### config.mk
export PLATFORM = sky130hd
export DESIGN_NAME = mem_data_bridge
export DESIGN_NICKNAME = d
export VERILOG_FILES = /design/src/rtl/mem_data_bridge_pkg.sv /design/src/rtl/mem_data_bridge_load_aligner.sv /design/src/rtl/mem_data_bridge.sv
export SDC_FILE = /design/constraint.sdc
export NUM_CORES = 1
export LEC_CHECK = 0
export ABC_AREA = 1
export BUFFER_PORTS_ARGS = -buffer_cell sky130_fd_sc_hd__buf_2
export CAP_MARGIN = 20
export CORE_ASPECT_RATIO = 1.4
export CORE_UTILIZATION = 37
export CTS_CLUSTER_DIAMETER = 30
export DETAILED_ROUTE_END_ITERATION = 8
export REMOVE_ABC_BUFFERS = 1
export SYNTH_ARGS = -nofsm -noshare
export SYNTH_HDL_FRONTEND = slang
export SYNTH_SLANG_ARGS = --single-unit
### constraint.sdc
create_clock -name clk -period 7.2 [get_ports clk]
set_clock_uncertainty 0.15 [all_clocks]
set_input_delay 0 -clock clk [delete_from_list [all_inputs] [get_ports clk]]
set_output_delay 0 -clock clk [all_outputs]
set_load 0.005 [all_outputs]
### src/rtl/mem_data_bridge_pkg.sv
// cpu_defs: shared definitions for the MEM-stage data bridge.
//   - br_state_e : bridge FSM encoding (BR_IDLE..BR_DONE)
//   - SZ_*       : data_size bus codes
//   - helpers    : access size from a byte mask, store-lane replication,
//                  alignment test (used only when DATA_BRIDGE_ALIGN_CHECK_EN
//                  is defined)
package cpu_defs;

  typedef enum logic [2:0] {
    BR_IDLE  = 3'd0,
    BR_REQ   = 3'd1,
    BR_WAIT  = 3'd2,
    BR_DRAIN = 3'd3,
    BR_DONE  = 3'd4
  } br_state_e;

  localparam logic [1:0] SZ_BYTE = 2'd0;
  localparam logic [1:0] SZ_HALF = 2'd1;
  localparam logic [1:0] SZ_WORD = 2'd2;

  // Access size is the number of active byte lanes: 1, 2 or 4.
  function automatic logic [1:0] mask_size(input logic [3:0] mask);
    logic [2:0] cnt;
    cnt = {2'b00, mask[0]} + {2'b00, mask[1]} + {2'b00, mask[2]} + {2'b00, mask[3]};
    case (cnt)
      3'd1:    mask_size = SZ_BYTE;
      3'd2:    mask_size = SZ_HALF;
      default: mask_size = SZ_WORD;
    endcase
  endfunction

  // Replicate the low byte/half of the raw register value across all lanes
  // so the strobes alone select what memory keeps.
  function automatic logic [31:0] replicate(input logic [1:0] size, input logic [31:0] wdata);
    case (size)
      SZ_BYTE: replicate = {4{wdata[7:0]}};
      SZ_HALF: replicate = {2{wdata[15:0]}};
      default: replicate = wdata;
    endcase
  endfunction

  function automatic logic misaligned(input logic [1:0] size, input logic [1:0] addr);
    case (size)
      SZ_HALF: misaligned = addr[0];
      SZ_WORD: misaligned = (addr != 2'b00);
      default: misaligned = 1'b0;
    endcase
  endfunction

endpackage

### src/rtl/mem_data_bridge_load_aligner.sv
// load_aligner: combinational load-data extractor.
//   rdata     : raw 32-bit word from the data bus
//   addr      : byte offset of the access within the word
//   size      : SZ_BYTE / SZ_HALF / SZ_WORD
//   loadX     : 1 = sign-extend, 0 = zero-extend
//   ext_rdata : lane-selected, extended 32-bit result
module load_aligner
  import cpu_defs::*;
(
  input  logic [31:0] rdata,
  input  logic [1:0]  addr,
  input  logic [1:0]  size,
  input  logic        loadX,
  output logic [31:0] ext_rdata
);

  logic [7:0]  byte_s;
  logic [15:0] half_s;

  // Select the addressed lane and extend it to a full word.
  always_comb begin
    byte_s    = 8'h00;
    half_s    = 16'h0000;
    ext_rdata = 32'h0000_0000;
    case (addr)
      2'd0:    byte_s = rdata[7:0];
      2'd1:    byte_s = rdata[15:8];
      2'd2:    byte_s = rdata[23:16];
      default: byte_s = rdata[31:24];
    endcase
    if (addr[1]) begin
      half_s = rdata[31:16];
    end else begin
      half_s = rdata[15:0];
    end
    case (size)
      SZ_BYTE: ext_rdata = {{24{loadX & byte_s[7]}}, byte_s};
      SZ_HALF: ext_rdata = {{16{loadX & half_s[15]}}, half_s};
      default: ext_rdata = rdata;
    endcase
  end

endmodule

### src/rtl/mem_data_bridge.sv
// mem_data_bridge: MEM-stage responder that turns one pipeline data access
// into one SRAM-like bus transaction and stalls IF..MEM until it completes.
//   Pipeline side : mem_data_en/ren/wen/addr/wdata/loadX, flush in;
//                   stall (combinational), load_rdata/load_valid out.
//   Bus side      : data_req/wr/size/addr/wstrb/wdata out (registered);
//                   data_addr_ok/data_data_ok/data_rdata in.
//   adel/ades     : misaligned load/store pulse, active only when the macro
//                   DATA_BRIDGE_ALIGN_CHECK_EN is defined; otherwise 0.
// Reset: resetn, synchronous, active low.
module mem_data_bridge
  import cpu_defs::*;
(
  input  logic        clk,
  input  logic        resetn,
  input  logic        mem_data_en,
  input  logic [3:0]  mem_data_ren,
  input  logic [3:0]  mem_data_wen,
  input  logic [31:0] mem_addr,
  input  logic [31:0] mem_wdata,
  input  logic        mem_loadX,
  input  logic        flush,
  output logic        stall,
  output logic [31:0] load_rdata,
  output logic        load_valid,
  output logic        data_req,
  output logic        data_wr,
  output logic [1:0]  data_size,
  output logic [31:0] data_addr,
  output logic [3:0]  data_wstrb,
  output logic [31:0] data_wdata,
  input  logic        data_addr_ok,
  input  logic        data_data_ok,
  input  logic [31:0] data_rdata,
  output logic        adel,
  output logic        ades
);

  br_state_e   state_q, state_d;
  logic        data_req_q;
  logic        data_wr_q;
  logic [1:0]  data_size_q;
  logic [31:0] data_addr_q;
  logic [3:0]  data_wstrb_q;
  logic [31:0] data_wdata_q;
  logic        loadx_q;
  logic [31:0] load_rdata_q;
  logic        load_valid_q;
  logic        adel_q;
  logic        ades_q;

  logic        access_s;
  logic        is_store_s;
  logic [1:0]  size_s;
  logic        misalign_s;
  logic        latch_s;
  logic        capture_s;
  logic        adel_s;
  logic        ades_s;
  logic [31:0] aligned_s;

  assign access_s   = mem_data_en && ((mem_data_ren | mem_data_wen) != 4'b0000);
  assign is_store_s = (mem_data_wen != 4'b0000);
  assign size_s     = mask_size(is_store_s ? mem_data_wen : mem_data_ren);

`ifdef DATA_BRIDGE_ALIGN_CHECK_EN
  assign misalign_s = misaligned(size_s, mem_addr[1:0]);
`else
  assign misalign_s = 1'b0;
`endif

  // Aligner works on the latched offset/size so the response can arrive
  // after the pipeline inputs have moved on.
  load_aligner u_load_aligner (
    .rdata     (data_rdata),
    .addr      (data_addr_q[1:0]),
    .size      (data_size_q),
    .loadX     (loadx_q),
    .ext_rdata (aligned_s)
  );

  // Next-state and control strobes for the single-outstanding bus FSM.
  always_comb begin
    state_d   = state_q;
    latch_s   = 1'b0;
    capture_s = 1'b0;
    adel_s    = 1'b0;
    ades_s    = 1'b0;
    case (state_q)
      BR_IDLE: begin
        if (access_s && !flush) begin
          if (misalign_s) begin
            adel_s = !is_store_s;
            ades_s = is_store_s;
          end else begin
            latch_s = 1'b1;
            state_d = BR_REQ;
          end
        end else begin
          state_d = BR_IDLE;
        end
      end
      BR_REQ: begin
        if (data_addr_ok) begin
          if (data_data_ok) begin
            // A response landing together with a flush is simply dropped.
            capture_s = !flush;
            state_d   = flush ? BR_IDLE : BR_DONE;
          end else begin
            state_d = flush ? BR_DRAIN : BR_WAIT;
          end
        end else if (flush) begin
          state_d = BR_IDLE;
        end else begin
          state_d = BR_REQ;
        end
      end
      BR_WAIT: begin
        if (data_data_ok) begin
          capture_s = !flush;
          state_d   = flush ? BR_IDLE : BR_DONE;
        end else if (flush) begin
          state_d = BR_DRAIN;
        end else begin
          state_d = BR_WAIT;
        end
      end
      BR_DRAIN: begin
        if (data_data_ok) begin
          state_d = BR_IDLE;
        end else begin
          state_d = BR_DRAIN;
        end
      end
      BR_DONE: state_d = BR_IDLE;
      default: state_d = BR_IDLE;
    endcase
  end

  // State, bus request fields and load result registers.
  always_ff @(posedge clk) begin
    if (!resetn) begin
      state_q      <= BR_IDLE;
      data_req_q   <= 1'b0;
      data_wr_q    <= 1'b0;
      data_size_q  <= 2'd0;
      data_addr_q  <= 32'h0000_0000;
      data_wstrb_q <= 4'b0000;
      data_wdata_q <= 32'h0000_0000;
      loadx_q      <= 1'b0;
      load_rdata_q <= 32'h0000_0000;
      load_valid_q <= 1'b0;
      adel_q       <= 1'b0;
      ades_q       <= 1'b0;
    end else begin
      state_q    <= state_d;
      data_req_q <= (state_d == BR_REQ);
      if (latch_s) begin
        data_wr_q    <= is_store_s;
        data_size_q  <= size_s;
        data_addr_q  <= mem_addr;
        data_wstrb_q <= mem_data_wen;
        data_wdata_q <= replicate(size_s, mem_wdata);
        loadx_q      <= mem_loadX;
      end
      load_valid_q <= capture_s && !data_wr_q;
      if (capture_s && !data_wr_q) begin
        load_rdata_q <= aligned_s;
      end
      adel_q <= adel_s;
      ades_q <= ades_s;
    end
  end

  // DONE is the cycle the access retires, so the pipeline is released there;
  // a rejected misaligned access also lets the pipeline advance.
  assign stall = resetn && access_s && (state_q != BR_DONE) && !flush &&
                 !((state_q == BR_IDLE) && misalign_s);

  assign data_req   = data_req_q;
  assign data_wr    = data_wr_q;
  assign data_size  = data_size_q;
  assign data_addr  = data_addr_q;
  assign data_wstrb = data_wstrb_q;
  assign data_wdata = data_wdata_q;
  assign load_rdata = load_rdata_q;
  assign load_valid = load_valid_q;
  assign adel       = adel_q;
  assign ades       = ades_q;

endmodule

==> impl_metrics.ini, run 1 <==
[clock_network]
cts_tree = done
cts-resized-gates = 0
worst_skew_pair.late_latency_ns = 0.34
htreeDepth = 3
clk_pin_slew_ns = 0.07
clockRootBuffer = clkbuf_16
clock_sinks = 109
clockBufferDepth = 2
cts-buffers-inserted = 9
cts_setup_buffers = 0

[routing]
vias_per_cell = 4.36
routed-via-count = 6439
drtIter0Drc = 275
finalWirelength_um = 16800
firstDrtPassIters = 5
wl_per_cell_um = 11.4
drc = 0
ant_nets = 0

[critical_path]
start_kind = input pin
path_cells = dlygate4sd3_1 -> buf_2 -> inv_1 -> nand2_1 -> o31ai_1 -> fa_1 -> ha_1 -> ha_1 -> nor2_1 -> nand2_2 -> nand2_2 -> inv_1 -> nand2_1 -> nand3_1 -> dlygate4sd3_1 -> nor2_1 -> nor2_1
arrival_ns = 3.81
endpoint = data_wdata[27]
setup.worst_path.class = input pin to flop
cpMostUsedCell = nor2_1
slowest_delay_ns = 0.56
r2r-end = load_rdata[2]
crit_start = mem_data_wen[1]
path_max_fanout = 16
slowest_stage = dlygate4sd3_1
reg2reg_depth = 9
critPathTopFamily = buffers and inverters
path_buf_inv = 5
ff2ff_setup_slack_ns = 4.02
cp.depth = 17
worstSetupEndpointType = flop
cp.required_ns = 7.29
r2r_start = data_addr[1]

[sta]
max_slew_margin_pct = 34.4
tightest_slew_ns = 0.984
fin_ws_ns = 3.49
finalSetupViolations = 0
slew_violations = 0
fmax_mhz = 269
period_minus_slack_ns = 3.71
fin_setup_tns_ns = 0
fin_crit_sh_pct = 51.6
grt_setup_unrepaired = no
holdWs_ns = 0.0529
hold_violations = 0

[floorplan]
start_util_pct = 37.9
core.rowCount = 53
die_w_um = 107
die_h_um = 149
ios = 219
die-area_mm2 = 0.0159
coreArea_mm2 = 0.0151

[status]
status = completed

[hold_path]
hold_path_class = input pin to flop

[place]
place_ws_ns = 4.21
port-buffer-count = 216
hpwl_um = 10700
dpl-instance-area_mm2 = 0.00680
dp_cells = 1335
place.gp.congestion = 0.811

[power_and_ir_drop]
switching_share_pct = 29.9
p_seq_share_pct = 42.3
power_density_mw_per_mm2 = 185
leakagePower_nw = 4.89
vdd_ir_drop_max_mv = 0.105
p_int_w = 0.00109
p_clk_share_pct = 32.7
switchingPower_w = 0.000465
p_comb_share_pct = 24.9

[finish]
diodes = 0
drive_above_1_share_pct = 19.1
final_cells = 1478
layout.nets = 1396
area_growth_pct = 46.9
finalInstanceArea_mm2 = 0.00838

[global_routing]
antenna_found_initial = 0
gr-total-overflow = 0
grt_usage_pct = 21.1
grt_pass1_wl_um = 27300
grt_max_degree = 100
grt_pass1_vias = 5954

[yosys]
synth.distinct_cells = 29
avgSynthCellArea_um2 = 5.89
yosysSeqAreaShare_pct = 38.3
ys_warn_count = 0
syn-instance-count = 969
synthesis.area_mm2 = 0.00570
ys_seq_elements = 109

[flow_run]
maxCapViolCount = 0
-- sequential cells by signal, summed over array words and instances, names as in the netlist --
signal and count:
data_wdata 32, load_valid 1, state_q 3, load_rdata 32, data_wstrb 4, loadx_q 1
data_size 2, data_req 1, data_addr 32, data_wr 1
-- synthesized netlist by cell type --
library cell,n,area (um^2)
o2111a_1,1,11.3
nor3_1,3,15.0
clkinv_1,1,3.75
nand2_2,2,12.5
nand4_1,2,12.5
o2111ai_1,1,8.76
nor4_1,1,6.26
ha_1,2,25.0
o21ai_0,9,45.0
a21oi_1,9,45.0
nand3_1,49,245
dfxtp_1,109,2180
inv_2,4,15.0
inv_1,129,484
buf_2,17,85.1
o211ai_1,2,15.0
nand2_1,376,1410
o21ai_1,1,5.00
a22oi_1,1,7.51
buf_6,9,101
nor2_4,1,11.3
o31ai_1,2,15.0
conb_1,1,3.75
buf_4,4,30.0
fa_1,1,20.0
nand3_2,2,20.0
a31oi_1,1,6.26
clkbuf_1,17,63.8
nor2_1,212,796
-- power by group through the flow --
stage / logic (W) / clock network, W / registers [W]
after CTS: 0.000387 / 0.000524 / 0.000658
after global placement: 0.000317 / 0 / 0.000671
after global routing: 0.000441 / 0.000548 / 0.000663
final: 0.000388 / 0.000509 / 0.000658
after floorplan: 0.000187 / 0 / 0.000678
after detailed placement: 0.000317 / 0 / 0.000672
-- what timing repair did --
action                     4_1_cts  5_1_grt
hold buffers                   128        0
hold endpoints to repair       106        0
setup endpoints to repair        0        0
-- per-stage QoR --
stage	utilization, %	total power, W
3_3_place_gp	45.1	0.000988
6_report	55.7	0.00155
2_1_floorplan	-	0.000865
4_1_cts	55.7	0.00157
5_1_grt	55.7	0.00165
3_5_place_dp	45.2	0.000989
-- worst min-delay path by stage --
stage,start,to,slack [ns],cells past startpoint
after floorplan,data_data_ok,state_q[1],-0.07,1
after global placement,data_data_ok,state_q[1],0.06,2
after detailed placement,data_data_ok,state_q[1],0.06,2
after CTS,mem_data_ren[2],data_wr,0.04,6
after global routing,mem_data_ren[2],data_wr,0.08,6
final,mem_data_ren[2],data_wr,0.05,6
-- area by class of cell --
cell class	instances	area, um^2
multi-input cells	680	2750
well taps	192	240
clock inverters	6	70.1
flip-flops and latches	109	2180
clock buffers	9	225
repair buffers	348	2410
fillers	1513	6670
inverters	134	503
-- placed cells by master, fill, tap and decap left out --
cell type      netlist  final
a21oi_1              9      9
a22oi_1              1      1
a31oi_1              1      1
buf_12               0      1
buf_2               17    215
buf_4                4      4
bufinv_16            0      1
clkbuf_16            0      9
clkinv_1             1      1
clkinv_2             0      1
clkinv_4             0      2
conb_1               1      2
dfxtp_1            109    109
dlygate4sd3_1        0    128
fa_1                 1      1
ha_1                 2      2
inv_1              129    129
inv_2                4      4
inv_6                0      2
nand2_1            376    375
nand2_2              2      3
nand3_1             49     49
nand3_2              2      1
nand3_4              0      1
nand4_1              2      2
nor2_1             212    212
nor2_4               1      1
nor3_1               3      3
nor4_1               1      1
o2111a_1             1      1
o2111ai_1            1      1
o211ai_1             2      2
o21ai_0              9      9
o21ai_1              1      1
o31ai_1              2      2
-- per-layer routing --
layer  global-route usage, %  part of all wire, %
met2                    38.6                   51
met3                    3.67                  4.9
met1                    24.6                   43
met5                       0                    0
met4                    6.78                  2.0
-- cell families after synthesis --
kind of cell	synth area share, %
adders and majority gates	0.790
DFF	38.3
AOI/OAI and AO/OA	2.79
other	0.0658
and+or+nand+nor	44.4
buffers and inverters	13.7
-- worst reg2reg max path: stages, from the launching register on --
cell           delay, ns
dfxtp_1             0.68
inv_1               0.49
o21ai_0             0.29
nand2_1             0.09
nand2_1             0.06
nand2_1             0.05
a21oi_1             0.11
dlygate4sd3_1       0.57
nor2_1              0.04
dlygate4sd3_1       0.54
Power figures use the tool's default switching activity.
==> run 2, diff against run 1 <==
--- a/config.mk
+++ b/config.mk
@@ -5,13 +5,14 @@
 export SDC_FILE = /design/constraint.sdc
 export NUM_CORES = 1
 export LEC_CHECK = 0
-export ABC_AREA = 1
+export ABC_AREA = 0
 export BUFFER_PORTS_ARGS = -buffer_cell sky130_fd_sc_hd__buf_2
 export CAP_MARGIN = 20
 export CORE_ASPECT_RATIO = 1.4
 export CORE_UTILIZATION = 37
 export CTS_CLUSTER_DIAMETER = 30
 export DETAILED_ROUTE_END_ITERATION = 8
+export PLACE_DENSITY = 0.67
 export REMOVE_ABC_BUFFERS = 1
 export SYNTH_ARGS = -nofsm -noshare
 export SYNTH_HDL_FRONTEND = slang
==> constraint.sdc (replaced) <==
create_clock -name clk -period 3.07 [get_ports clk]
set_clock_uncertainty 0.15 [all_clocks]
set_input_delay 0 -clock clk [delete_from_list [all_inputs] [get_ports clk]]
set_output_delay 0 -clock clk [all_outputs]
set_load 0.005 [all_outputs]
==> impl_metrics.ini, run 2 <==
[critical_path]
path_max_fanout = 7
reg2reg_depth = 5
worstSetupEndpointType = flop
ff2ff_setup_slack_ns = 0.32
r2r_start = state_q[1]
setup.worst_path.class = input pin to flop
arrival_ns = 3.01
r2r-end = load_rdata[13]
cp.required_ns = 3.16
start_kind = input pin

[finish]
area_growth_pct = 51.0
final_cells = 1101
diodes = 0
final_common_cell = buf_2
layout.nets = 1028
multiInputGateArea_mm2 = 0.00261
drive_above_1_share_pct = 29.4
n_fill_cell = 1187
final_cell_mix = buf_2, nand2_1, dlygate4sd3_1
seqCellArea_mm2 = 0.00218

[routing]
wl_per_cell_um = 15.5
vias_per_cell = 5.10
drtIter0Drc = 273
drc = 0
routed-via-count = 5619
finalWirelength_um = 17000
firstDrtPassIters = 5
ant_nets = 0

[sta]
grt_setup_unrepaired = no
fin_crit_sh_pct = 95.0
slew_violations = 0
max_slew_margin_pct = 28.7
holdWs_ns = 0.0434
fin_setup_tns_ns = 0
finalSetupViolations = 0
hold_violations = 0
fmax_mhz = 343
period_minus_slack_ns = 2.92
tightest_slew_ns = 1.07

[yosys]
synth_area_leader_cell = dfxtp_1
yosysMostFrequentCell = nand2_1
ys_async_sr_fraction_pct = 0
synthTopCellsByCount = nand2_1, dfxtp_1, a21oi_1
ys_seq_elements = 109
synthesis.area_mm2 = 0.00512
synth_edf_count = 0
yosysSeqAreaShare_pct = 42.6
synthFlopType = dfxtp_1
yosys-top-cells-area = dfxtp_1, nand2_1, a21boi_1
synth_top_area_share_pct = 42.6
avgSynthCellArea_um2 = 8.46
ys_warn_count = 0
syn-instance-count = 606
synth.distinct_cells = 49

[clock_network]
cts_setup_buffers = 0
clock_sinks = 109
cts_tree = done
clockRootBuffer = clkbuf_16
cts-buffers-inserted = 9
clk_pin_slew_ns = 0.08
htreeDepth = 3
clockBufferDepth = 2
worst_skew_pair.late_latency_ns = 0.35

[place]
place.gp.congestion = 0.825
dp_cells = 968
port-buffer-count = 216
hpwl_um = 10500

[floorplan]
ios = 219
coreArea_mm2 = 0.0135
die_h_um = 141
die-area_mm2 = 0.0143
start_util_pct = 38.1
die_w_um = 101
core.rowCount = 50

[hold_path]
holdPathStages = 2
min_from = resetn
hold_path_class = input pin to flop
whs_endpoint = data_wdata[13]

[flow_run]
maxCapViolCount = 0

[power_and_ir_drop]
power_density_mw_per_mm2 = 458
vdd_ir_drop_max_mv = 0.281
leakagePower_nw = 3.57

[global_routing]
grt_pass1_wl_um = 27000
gr-total-overflow = 0
grt_max_degree = 92
grt_usage_pct = 23.7
grt_pass1_vias = 5549
antenna_found_initial = 0

[status]
status = completed
[run 2: layout make-up]
type	count	area share [%]
repair buffers	349	31.0
multi-input cells	439	33.7
well taps	182	2.94
flip-flops and latches	109	28.2
clock inverters	4	0.711
clock buffers	12	3.19
inverters	6	0.291
[run 2: worst max path at each step]
stage / start / slack, ns / end
6_report: mem_data_wen[3] / 0.15 / data_wdata[14]
5_1_grt: mem_data_wen[3] / 0.02 / data_wdata[29]
4_1_cts: state_q[0] / 0.14 / load_rdata[12]
3_5_place_dp: mem_data_wen[2] / 0.35 / data_wdata[25]
3_3_place_gp: mem_data_wen[2] / 0.38 / data_wdata[25]
2_1_floorplan: state_q[1] / -0.25 / data_req
[run 2: where the power goes]
| part | leakage (nW) | switching, W | internal, W | total, W |
|---|---|---|---|---|
| sequential | 0.889 | 0.0000458 | 0.00148 | 0.00153 |
| combinational | 2.54 | 0.000398 | 0.000421 | 0.000819 |
| clock | 0.143 | 0.000537 | 0.000662 | 0.00120 |
| total | 3.57 | 0.000981 | 0.00256 | 0.00355 |
[run 2: logic make-up after synthesis]
family          Yosys count  synth area share (%)
compound gates          222                  29.4
xor+xnor                  1                 0.171
fa+ha+maj                 3                 0.879
buf+inv                  59                  7.01
flops                   109                  42.6
mux                      17                  3.32
other cells               1                0.0732
simple gates            194                  16.6
[run 2: repair_timing]
| action | CTS | global route |
|---|---|---|
| setup endpoints to repair | 0 | 12 |
| hold buffers | 117 | 0 |
| endpoints found under the hold margin | 105 | 0 |
| resized for setup | 0 | 2 |
[run 2: worst max-delay path: stages]
cell and delay, ns:
dlygate4sd3_1 0.52, buf_2 0.14, nor2_1 0.06, a31o_2 0.25
fa_1 0.50, ha_1 0.22, ha_1 0.37, nor3b_1 0.31
buf_4 0.21, mux2i_1 0.18, nand2_1 0.09, o211a_1 0.16
[run 2: through the flow]
| step | util (%) | power, W | setup WS (ns) | area [um^2] |
|---|---|---|---|---|
| finish | 57.5 | 0.00355 | 0.152 | 7740 |
| global route | 57.5 | 0.00373 | 0.0158 | 7740 |
| CTS | 57.5 | 0.00356 | 0.142 | 7730 |
| detailed placement | 46.5 | 0.00226 | 0.348 | 6260 |
| global placement | 46.5 | 0.00225 | 0.383 | 6260 |
| floorplan | - | 0.00194 | -0.253 | 4790 |
[run 2: per-layer routing]
layer / track usage [%] / part of all wire [%] / wire length, um
met1: 26.9 / 39 / 6710
met3: 3.60 / 5.2 / 878
met2: 40.8 / 50 / 8480
met5: 0 / 0 / 0
met4: 15.7 / 5.5 / 942
